==> config.mk <==
export PLATFORM = sky130hd
export DESIGN_NAME = regbank_write_arbiter
export DESIGN_NICKNAME = d
export VERILOG_FILES = /design/src/rtl/regbank_pkg.sv /design/src/rtl/regbank_write_arbiter_aging_counter.sv /design/src/rtl/regbank_write_arbiter.sv
export SDC_FILE = /design/constraint.sdc
export NUM_CORES = 1
export LEC_CHECK = 0
export CORE_MARGIN = 2
export CORE_UTILIZATION = 35
export CTS_BUF_LIST = sky130_fd_sc_hd__clkbuf_4
export DETAILED_ROUTE_END_ITERATION = 10
export GPL_ROUTABILITY_DRIVEN = 1
export GPL_TIMING_DRIVEN = 0
export HOLD_SLACK_MARGIN = 0.12
export PLACE_DENSITY = 0.89
export SYNTH_ARGS = -nofsm -noshare
export SYNTH_HDL_FRONTEND = slang
export SYNTH_HIERARCHICAL = 1
export SYNTH_SLANG_ARGS = --single-unit
export TNS_END_PERCENT = 5
==> constraint.sdc <==
create_clock -name CLK -period 2.3 [get_ports CLK]
set_clock_uncertainty 0.15 [all_clocks]
set_input_delay 0.345 -clock CLK [delete_from_list [all_inputs] [get_ports CLK]]
set_output_delay 0.345 -clock CLK [all_outputs]
set_load 0.05 [all_outputs]
==> src/rtl/regbank_pkg.sv <==
// Shared constants and requester encoding for the register-bank write arbiter.
package regbank_pkg;

  localparam int DATA_W   = 32;
  localparam int ADDR_W   = 5;
  localparam int LINK_REG = 31;
  localparam int DIV_REG  = 30;

  typedef enum logic [1:0] {
    REQ_WB   = 2'd0,
    REQ_LINK = 2'd1,
    REQ_DIV  = 2'd2,
    REQ_NONE = 2'd3
  } req_idx_e;

  function automatic logic [31:0] onehot32(input logic [4:0] idx);
    logic [31:0] v;
    v      = 32'd0;
    v[idx] = 1'b1;
    return v;
  endfunction

endpackage

==> src/rtl/regbank_write_arbiter_aging_counter.sv <==
// Saturating wait counter; a request that has waited MAX_WAIT eligible cycles is promoted.
module aging_counter #(
  parameter int MAX_WAIT = 4
) (
  input  logic clk,
  input  logic rst,
  input  logic req,
  input  logic eligible,
  input  logic granted,
  output logic promoted
);

  localparam int CW = (MAX_WAIT < 1) ? 1 : $clog2(MAX_WAIT + 1);
  localparam logic [CW-1:0] MAX_C = CW'(MAX_WAIT);
  localparam logic [CW-1:0] ONE_C = CW'(1);

  logic [CW-1:0] cnt_r;

  // Count refused eligible cycles; a grant or a dropped request starts the wait over.
  always_ff @(posedge clk or posedge rst) begin
    if (rst) begin
      cnt_r <= {CW{1'b0}};
    end else if (granted || !req) begin
      cnt_r <= {CW{1'b0}};
    end else if (eligible && (cnt_r != MAX_C)) begin
      cnt_r <= cnt_r + ONE_C;
    end else begin
      cnt_r <= cnt_r;
    end
  end

  assign promoted = (cnt_r == MAX_C);

endmodule

==> src/rtl/regbank_write_arbiter.sv <==
// Shares the register bank write port among WB, LINK (fixed R31) and DIV (fixed R30),
// with aging so LINK/DIV cannot starve, and publishes a pending-write mask.
module regbank_write_arbiter #(
  parameter int DATA_W   = regbank_pkg::DATA_W,
  parameter int ADDR_W   = regbank_pkg::ADDR_W,
  parameter int MAX_WAIT = 4,
  parameter int LINK_REG = regbank_pkg::LINK_REG,
  parameter int DIV_REG  = regbank_pkg::DIV_REG,
  parameter int DROP_R0  = 1
) (
  input  logic              CLK,
  input  logic              Reset,
  input  logic              WbReq,
  input  logic [ADDR_W-1:0] WbAddr,
  input  logic [DATA_W-1:0] WbData,
  output logic              WbAck,
  input  logic              LinkReq,
  input  logic [DATA_W-1:0] LinkData,
  output logic              LinkAck,
  input  logic              DivReq,
  input  logic [DATA_W-1:0] DivData,
  output logic              DivAck,
  output logic              WrEn,
  output logic [ADDR_W-1:0] WrAddr,
  output logic [DATA_W-1:0] WrData,
  output logic [31:0]       PendMask,
  output logic              Starve
);

  import regbank_pkg::*;

  localparam logic [ADDR_W-1:0] LINK_ADDR = ADDR_W'(LINK_REG);
  localparam logic [ADDR_W-1:0] DIV_ADDR  = ADDR_W'(DIV_REG);

  logic     wb_elig_s, link_elig_s, div_elig_s;
  logic     link_aged_s, div_aged_s;
  logic     link_prom_s, div_prom_s, starve_s;
  logic     wb_drop_s;
  req_idx_e sel_s;
  logic [31:0] pend_s;

  // A requester is ignored in the cycle its own Ack is visible.
  assign wb_elig_s   = WbReq & ~WbAck;
  assign link_elig_s = LinkReq & ~LinkAck;
  assign div_elig_s  = DivReq & ~DivAck;
  assign link_prom_s = link_elig_s & link_aged_s;
  assign div_prom_s  = div_elig_s & div_aged_s;
  assign starve_s    = link_prom_s & div_prom_s;
  assign wb_drop_s   = (DROP_R0 != 0) && (WbAddr == {ADDR_W{1'b0}});

  aging_counter #(.MAX_WAIT(MAX_WAIT)) u_link_age (
    .clk      (CLK),
    .rst      (Reset),
    .req      (LinkReq),
    .eligible (link_elig_s),
    .granted  (sel_s == REQ_LINK),
    .promoted (link_aged_s)
  );

  aging_counter #(.MAX_WAIT(MAX_WAIT)) u_div_age (
    .clk      (CLK),
    .rst      (Reset),
    .req      (DivReq),
    .eligible (div_elig_s),
    .granted  (sel_s == REQ_DIV),
    .promoted (div_aged_s)
  );

  // Priority: promoted LINK, promoted DIV, WB, LINK, DIV.
  always_comb begin
    sel_s = REQ_NONE;
    if (link_prom_s) begin
      sel_s = REQ_LINK;
    end else if (div_prom_s) begin
      sel_s = REQ_DIV;
    end else if (wb_elig_s) begin
      sel_s = REQ_WB;
    end else if (link_elig_s) begin
      sel_s = REQ_LINK;
    end else if (div_elig_s) begin
      sel_s = REQ_DIV;
    end else begin
      sel_s = REQ_NONE;
    end
  end

  // Grant register: acks, write-port drive and starvation flag all appear one edge later.
  always_ff @(posedge CLK or posedge Reset) begin
    if (Reset) begin
      WbAck   <= 1'b0;
      LinkAck <= 1'b0;
      DivAck  <= 1'b0;
      WrEn    <= 1'b0;
      WrAddr  <= {ADDR_W{1'b0}};
      WrData  <= {DATA_W{1'b0}};
      Starve  <= 1'b0;
    end else begin
      WbAck   <= (sel_s == REQ_WB);
      LinkAck <= (sel_s == REQ_LINK);
      DivAck  <= (sel_s == REQ_DIV);
      Starve  <= starve_s;
      case (sel_s)
        REQ_WB: begin
          WrEn   <= ~wb_drop_s;
          WrAddr <= WbAddr;
          WrData <= WbData;
        end
        REQ_LINK: begin
          WrEn   <= 1'b1;
          WrAddr <= LINK_ADDR;
          WrData <= LinkData;
        end
        REQ_DIV: begin
          WrEn   <= 1'b1;
          WrAddr <= DIV_ADDR;
          WrData <= DivData;
        end
        default: begin
          WrEn   <= 1'b0;
          WrAddr <= WrAddr;
          WrData <= WrData;
        end
      endcase
    end
  end

  // Pending writes: every eligible request plus the write currently on the port.
  always_comb begin
    pend_s = 32'd0;
    pend_s = pend_s | (wb_elig_s   ? onehot32(WbAddr)    : 32'd0);
    pend_s = pend_s | (link_elig_s ? onehot32(LINK_ADDR) : 32'd0);
    pend_s = pend_s | (div_elig_s  ? onehot32(DIV_ADDR)  : 32'd0);
    pend_s = pend_s | (WrEn        ? onehot32(WrAddr)    : 32'd0);
    if (DROP_R0 != 0) begin
      pend_s[0] = 1'b0;
    end else begin
      pend_s[0] = pend_s[0];
    end
  end

  assign PendMask = pend_s;

endmodule

# Word level (Yosys, flattened, before mapping)
# Cells that the tools add are included.
# Widths: inputs -> output; s select.
[totals] register_bits=48 latch_bits=0 ram_bits=0 rom_bits=0 in_bits=106 output_inout_bits=74 n_memories=0
[classes] add_sub_neg=2 mul=0 div_mod_pow=0 magnitude_cmp=4 eq_ne=6 n_shift=0 n_mux=20 n_bitwise=13 reduce_logical=14
[op_table] operator="$mux 32" n=3
[op_table] operator="$pmux 32 s3" n=1
[op_table] operator="$or 32x32->32" n=2
[op_table] operator="$or 32x31->32" n=1
[op_table] operator="$mux 31" n=1
[op_table] operator="$pmux 5 s3" n=1
[op_table] operator="$lt 5x6->1 const B" n=2
[op_table] operator="$mux 3" n=4
[op_table] operator="$demux 1 s5" n=2
[op_table] operator="$ge 5x1->1 const B" n=2
[op_table] operator="$mux 2" n=4
[op_table] operator="$add 3x1->3 const B" n=2
[op_table] operator="$and 1x1->1" n=6
[op_table] operator="$eq 3x3->1 const B" n=2
[op_table] operator="$ne 3x3->1 const B" n=2
[op_table] operator="$logic_not 5->1" n=1
[op_table] operator="$logic_and 1x1->1" n=4
[op_table] operator="$not 1->1" n=4
[op_table] operator="$reduce_bool 2->1" n=2
[op_table] operator="$mux 1" n=3
[op_table] operator="$reduce_bool 3->1" n=1
[op_table] operator="$eq 2x1->1 const B" n=1
[op_table] operator="$eq 2x2->1 const B" n=1
[op_table] operator="$logic_not 1->1" n=2
[op_table] operator="other kinds (4)" n=5

# Longest topological paths before layout
[logic_depth] depth_word=10 mapped_depth=11 ltp_nobuf=9

# By module
# The synthesis kept the hierarchy.
[modules_own_cells] module="regbank_write_arbiter" instances=1 cells_each=299 area_each_um2=2665.1
[modules_own_cells] module="aging_counter" instances=2 cells_each=19 area_each_um2=206.4

# Least setup slack after synthesis
# Ideal clock, no wire load.
[synth_timing] path_kind="flip-flop to output port" from="reg WrAddr[4]" to="out PendMask[16]" arrival_ps=2052 required_time_ps=1805 path_slack_ps=-247 stages_incl_launch_ff=4 path_buffers=1 cell_sequence="dfrtp_1 clkbuf_2 or3b_1 o22ai_1"
[synth_between] elab_chain_len=6 elab_cells_between_ends=7 classes_between="order compare: 2; mux: 3; bitwise: 1; reduce/logical: 1"
[synth_lines] item="start, declared" line="regbank_write_arbiter.sv:24" text="output logic [ADDR_W-1:0] WrAddr,"
[synth_lines] item="start signal, assigned" line="regbank_write_arbiter.sv:94" text="WrAddr <= {ADDR_W{1'b0}};"
[synth_lines] item="start signal, assigned" line="regbank_write_arbiter.sv:105" text="WrAddr <= WbAddr;"
[synth_lines] item="start signal, assigned" line="regbank_write_arbiter.sv:120" text="WrAddr <= WrAddr;"
[synth_lines] item="$lt 5x6->1 (implied by the code) / $ge 5x1->1 (equally long branches)" line="regbank_pkg.sv:19" text="v[idx] = 1'b1;"
[synth_lines] item="$logic_and 1x1->1 (implied by the code)" line="regbank_pkg.sv:19"
[synth_lines] item="$mux 1 (implied by the code)" line="regbank_pkg.sv:19"
[synth_lines] item="$demux 1 s5 *" line="regbank_pkg.sv:19"
[synth_lines] item="$mux 32 *" line="regbank_write_arbiter.sv:133" text="pend_s = pend_s | (WrEn ? onehot32(WrAddr) : 32'd0);"
[synth_lines] item="$or 32x32->32 *" line="regbank_write_arbiter.sv:133"
[synth_lines] item="end, declared" line="regbank_write_arbiter.sv:26" text="output logic [31:0] PendMask,"
# Mark *: on every way between the ends. The rest lies on a longest branch, timed or not.

# Worst setup path after layout
[layout_timing] from="reg u_div_age.cnt_r[0]" to="reg WrData[8]"
[layout_between] elab_chain_len=6 elab_cells_between_ends=9 classes_between="eq/ne: 3; mux: 3; bitwise: 1; reduce/logical: 2"
[layout_lines] item="start, declared" line="regbank_write_arbiter_aging_counter.sv:17" text="logic [CW-1:0] cnt_r;"
[layout_lines] item="start signal, assigned" line="regbank_write_arbiter_aging_counter.sv:22" text="cnt_r <= {CW{1'b0}};"
[layout_lines] item="start signal, assigned" line="regbank_write_arbiter_aging_counter.sv:24" text="cnt_r <= {CW{1'b0}};"
[layout_lines] item="start signal, assigned" line="regbank_write_arbiter_aging_counter.sv:26" text="cnt_r <= cnt_r + ONE_C;"
[layout_lines] item="$eq 3x3->1 *" line="regbank_write_arbiter_aging_counter.sv:32" text="assign promoted = (cnt_r == MAX_C);"
[layout_lines] item="net div_aged_s" line="regbank_write_arbiter.sv:36" text="logic link_aged_s, div_aged_s;"
[layout_lines] item="$and 1x1->1 *" line="regbank_write_arbiter.sv:47" text="assign div_prom_s = div_elig_s & div_aged_s;"
[layout_lines] item="$mux 2 *" line="regbank_write_arbiter.sv:74" text="end else if (div_prom_s) begin"
[layout_lines] item="$mux 2 *" line="regbank_write_arbiter.sv:72" text="if (link_prom_s) begin"
[layout_lines] item="$eq 2x2->1, or another cell as far along" line="regbank_write_arbiter.sv:102" text="case (sel_s)"
[layout_lines] item="$pmux 32 s3 / $reduce_bool 3->1 (equally long branches)"
[layout_lines] item="end signal, assigned" line="regbank_write_arbiter.sv:106" text="WrData <= WbData;"
[layout_lines] item="end signal, assigned" line="regbank_write_arbiter.sv:111" text="WrData <= LinkData;"
[layout_lines] item="end signal, assigned" line="regbank_write_arbiter.sv:116" text="WrData <= DivData;"
[layout_lines] item="end, declared" line="regbank_write_arbiter.sv:25" text="output logic [DATA_W-1:0] WrData,"
# The timed path passes the listed nets; every way through them passes the cells marked *.
# A chain may end at the register's enable or synchronous reset.

==> load_flow_metrics.sql <==
INSERT INTO impl_metrics (metric_group, metric, value, unit) VALUES
('status', 'outcome', 'finished with violations', ''),
('status', 'violated_checks', 'setup timing', ''),
('clock_tree', 'clkTransAtPathRegs', '0.15', 'ns'),
('sta', 'postLayoutSetupSlackWorst', '-0.102', 'ns'),
('clock_tree', 'cts.sinks', '48', ''),
('clock_tree', 'maximum_level_of_the_cts_h_tree', '2', ''),
('global_route', 'overflow', '0', ''),
('critical_path', 'critical_path.slowest_cell', 'sky130_fd_sc_hd__dfrtp_1', ''),
('final_layout', 'fillers', '642', ''),
('global_route', 'grt_use_met2', '0.429', ''),
('pwr', 'clkPwrFrac', '0.090', ''),
('logic_synthesis', 'synth_enable_flop_cells', '0', ''),
('critical_path', 'setup.reg_to_reg.worst_slack', '-0.10', 'ns'),
('clock_tree', 'clock_insertion_delay_worst_skew', '0.36', 'ns'),
('sta', 'drv_slew', '0', ''),
('clock_tree', 'cts_bufs_inserted', '5', ''),
('die', 'starting_density_of_the_core', '0.356', ''),
('final_layout', 'antenna_cells_inserted', '0', ''),
('sta', 'finalSetupViolations', '35', ''),
('pwr', 'p_comb_frac', '0.675', ''),
('critical_path', 'arrival', '2.54', 'ns'),
('critical_path', 'critical_path_required', '2.44', 'ns'),
('pwr', 'net-switching-power', '2840', 'uW'),
('clock_tree', 'tritoncts_clock_tree', 'yes', ''),
('die', 'die_area', '9560', 'um^2'),
('critical_path', 'worstSetupEndpointType', 'register', ''),
('final_layout', 'drive_above_1_share', '0.259', ''),
('final_layout', 'number_of_nets_in_the_layout', '641', ''),
('global_route', 'grt.total_usage', '0.231', ''),
('pwr', 'netSwitchingFraction', '0.497', ''),
('die', 'die_x', '97.8', 'um'),
('global_route', 'number_of_global_route_vias_before_repair', '3693', ''),
('logic_synthesis', 'synth_sequential_area_ratio', '0.390', ''),
('sta', 'finalCriticalPeriod', '2.40', 'ns'),
('global_route', 'groute.layer.met1.usage', '0.262', ''),
('critical_path', 'worst_r2r_endpoint', 'WrData[8]', ''),
('logic_synthesis', 'synthFlopType', 'sky130_fd_sc_hd__dfrtp_1', ''),
('drt', 'num_vias', '3619', ''),
('sta', 'timing.final.crit_share', '1.04', ''),
('critical_path', 'worstSetupStartpointType', 'register', ''),
('pwr', 'power_per_cell_area', '1010', 'nW/um^2'),
('logic_synthesis', 'synth.distinct_cells', '32', ''),
('logic_synthesis', 'synthCells', '337', ''),
('global_route', 'antenna_found_initial', '0', ''),
('critical_path', 'worst-r2r-cell-count', '10', ''),
('critical_path', 'cp_max_fo', '10', ''),
('pwr', 'p_total', '5720', 'uW'),
('global_route', 'grt.met3_usage', '0.0544', ''),
('job', 'drv_cap', '0', ''),
('logic_synthesis', 'synth.ff_latch_count', '48', ''),
('critical_path', 'worstSetupPathType', 'reg2reg', ''),
('global_route', 'global_route.peak_usage_layer', 'met2', ''),
('sta', 'hold-worst-slack', '0.185', 'ns'),
('logic_synthesis', 'yosys_warnings', '6', ''),
('drt', 'postRouteWirelength', '12.1', 'mm'),
('die', 'num_rows', '34', ''),
('clock_tree', 'clockRootBuffer', 'sky130_fd_sc_hd__clkbuf_4', ''),
('pwr', 'p_int', '2880', 'uW'),
('placement', 'dpl.hpwl', '8.72', 'mm'),
('sta', 'setup-tns-final', '-1.67', 'ns'),
('clock_tree', 'ctsLongestPathBuffers', '2', ''),
('global_route', 'grt_pass1_wl', '18.0', 'mm'),
('final_layout', 'core_utilization_of_the_finished_layout', '0.657', ''),
('critical_path', 'crit-reg2reg-launch', 'u_div_age/cnt_r[0]', ''),
('worst_hold_path', 'worstHoldPathType', 'in2reg', ''),
('logic_synthesis', 'synth_area', '3080', 'um^2'),
('drt', 'dr.first_iter.drc_count', '171', ''),
('critical_path', 'crit_path_cell_trace', 'inv_1, ha_2, and2_4, nand3b_1, nand2_2, o2bb2ai_2, ha_4, buf_4, a221oi_1, o31ai_1', ''),
('final_layout', 'layout_overhead_on_the_synthesized_area', '84.5', '%'),
('drt', 'drc', '0', ''),
('drt', 'firstDrtPassIters', '4', '');
-- synth_stat cells (3+ instances only) --
| library cell | n | area [um^2] |
|---|---|---|
| sky130_fd_sc_hd__o22ai_1 | 29 | 181 |
| sky130_fd_sc_hd__buf_2 | 15 | 75.1 |
| sky130_fd_sc_hd__inv_1 | 9 | 33.8 |
| sky130_fd_sc_hd__or3b_1 | 6 | 52.6 |
| sky130_fd_sc_hd__clkbuf_1 | 14 | 52.6 |
| sky130_fd_sc_hd__nor2b_1 | 38 | 238 |
| sky130_fd_sc_hd__mux2i_1 | 5 | 50.1 |
| sky130_fd_sc_hd__dfrtp_1 | 48 | 1200 |
| sky130_fd_sc_hd__ha_1 | 8 | 100 |
| sky130_fd_sc_hd__nand3b_1 | 17 | 128 |
| sky130_fd_sc_hd__nand3_1 | 4 | 20.0 |
| sky130_fd_sc_hd__nor2_1 | 9 | 33.8 |
| sky130_fd_sc_hd__a221oi_1 | 32 | 280 |
| sky130_fd_sc_hd__o21ai_0 | 3 | 15.0 |
| sky130_fd_sc_hd__o31ai_1 | 32 | 240 |
| sky130_fd_sc_hd__a21oi_1 | 7 | 35.0 |
| sky130_fd_sc_hd__nand2_1 | 40 | 150 |
-- power by group through the flow --
stage	combinational (uW)	sequential (uW)	clock, uW
6_report	3860	1340	515
5_1_grt	4040	1370	551
4_1_cts	3490	1330	517
3_5_place_dp	3280	1350	0
3_3_place_gp	3230	1330	0
2_1_floorplan	1060	2380	0
-- cells in the final DEF, fill, tap and decap left out, types with 11 or more instances in the layout --
master	count
sky130_fd_sc_hd__o31ai_1	27
sky130_fd_sc_hd__nand2_1	38
sky130_fd_sc_hd__clkdlybuf4s50_1	144
sky130_fd_sc_hd__buf_6	13
sky130_fd_sc_hd__clkbuf_4	13
sky130_fd_sc_hd__nand3b_1	17
sky130_fd_sc_hd__o22ai_1	24
sky130_fd_sc_hd__a221oi_4	11
sky130_fd_sc_hd__nor2b_1	36
sky130_fd_sc_hd__dfrtp_1	47
sky130_fd_sc_hd__buf_4	33
sky130_fd_sc_hd__a221oi_2	18
-- area by class of cell --
class / instances / area [um^2] / area share
plain buffers: 31 / 330 / 0.0582
clock inverters: 3 / 42.5 / 0.00749
multi-input cells: 248 / 2140 / 0.377
clock buffers: 5 / 37.5 / 0.00661
well taps: 108 / 135 / 0.0238
inverters: 9 / 33.8 / 0.00595
flip-flops and latches: 48 / 1200 / 0.212
repair buffers: 184 / 1760 / 0.310
-- repair_timing --
item	4_1_cts	5_1_grt
hold buffers	2	0
endpoints found under the hold margin	7	0
setup buffers	5	2
endpoints found under the setup margin	71	68
resized for setup	240	109
pin swaps	1	29
-- worst max-delay path by stage --
stage | from | endpoint | slack, ns | cells after the start
global placement | DivReq | WrData[14] | -0.69 | 9
detailed placement | DivReq | WrData[13] | -0.79 | 9
CTS | u_div_age/cnt_r[1] | WrAddr[3] | -0.12 | 10
global route | u_div_age/cnt_r[1] | WrData[8] | -0.22 | 10
finish | u_div_age/cnt_r[0] | WrData[8] | -0.10 | 10
floorplan | WrAddr[4] | PendMask[16] | -0.25 | 3
-- layer usage --
layer	routed length, um	share of wire
met1	4460	0.37
met2	6490	0.53
met3	888	0.073
met4	303	0.025
met5	0	0
-- stage by stage --
step                      instances  setup WS (ns)
after floorplan                 337         -0.247
after global placement          620         -0.687
after detailed placement        620         -0.792
after global routing            636         -0.221
final                           636         -0.102
after CTS                       634         -0.123
-- flip-flops by register name, indices dropped and copies added (netlist names) --
| name | cells |
|---|---|
| WrAddr | 5 |
| u_link_age/cnt_r | 3 |
| WbAck | 1 |
| Starve | 1 |
| LinkAck | 1 |
| DivAck | 1 |
| WrData | 32 |
| WrEn | 1 |
| u_div_age/cnt_r | 3 |
-- cells by family (layout without fill, tap and decap cells) --
group,after synthesis,in the layout,share of synthesized area
compound gates,111,111,0.270
fa+ha+maj,8,8,0.0325
buf+inv,41,232,0.0602
flops,48,48,0.390
mux,5,5,0.0163
other cells,1,1,0.00122
simple gates,123,123,0.230
-- critical path, delay by kind of cell (launching register included) --
kind / cells / cell delay, ns
adder cells (fa/ha/maj): 2 / 0.42
AND/OR/NAND/NOR: 3 / 0.48
buffers and inverters: 2 / 0.32
flip-flops: 1 / 0.41
AO/OA/AOI/OAI: 3 / 0.54
No activity file was read; power rests on OpenSTA's default activity.
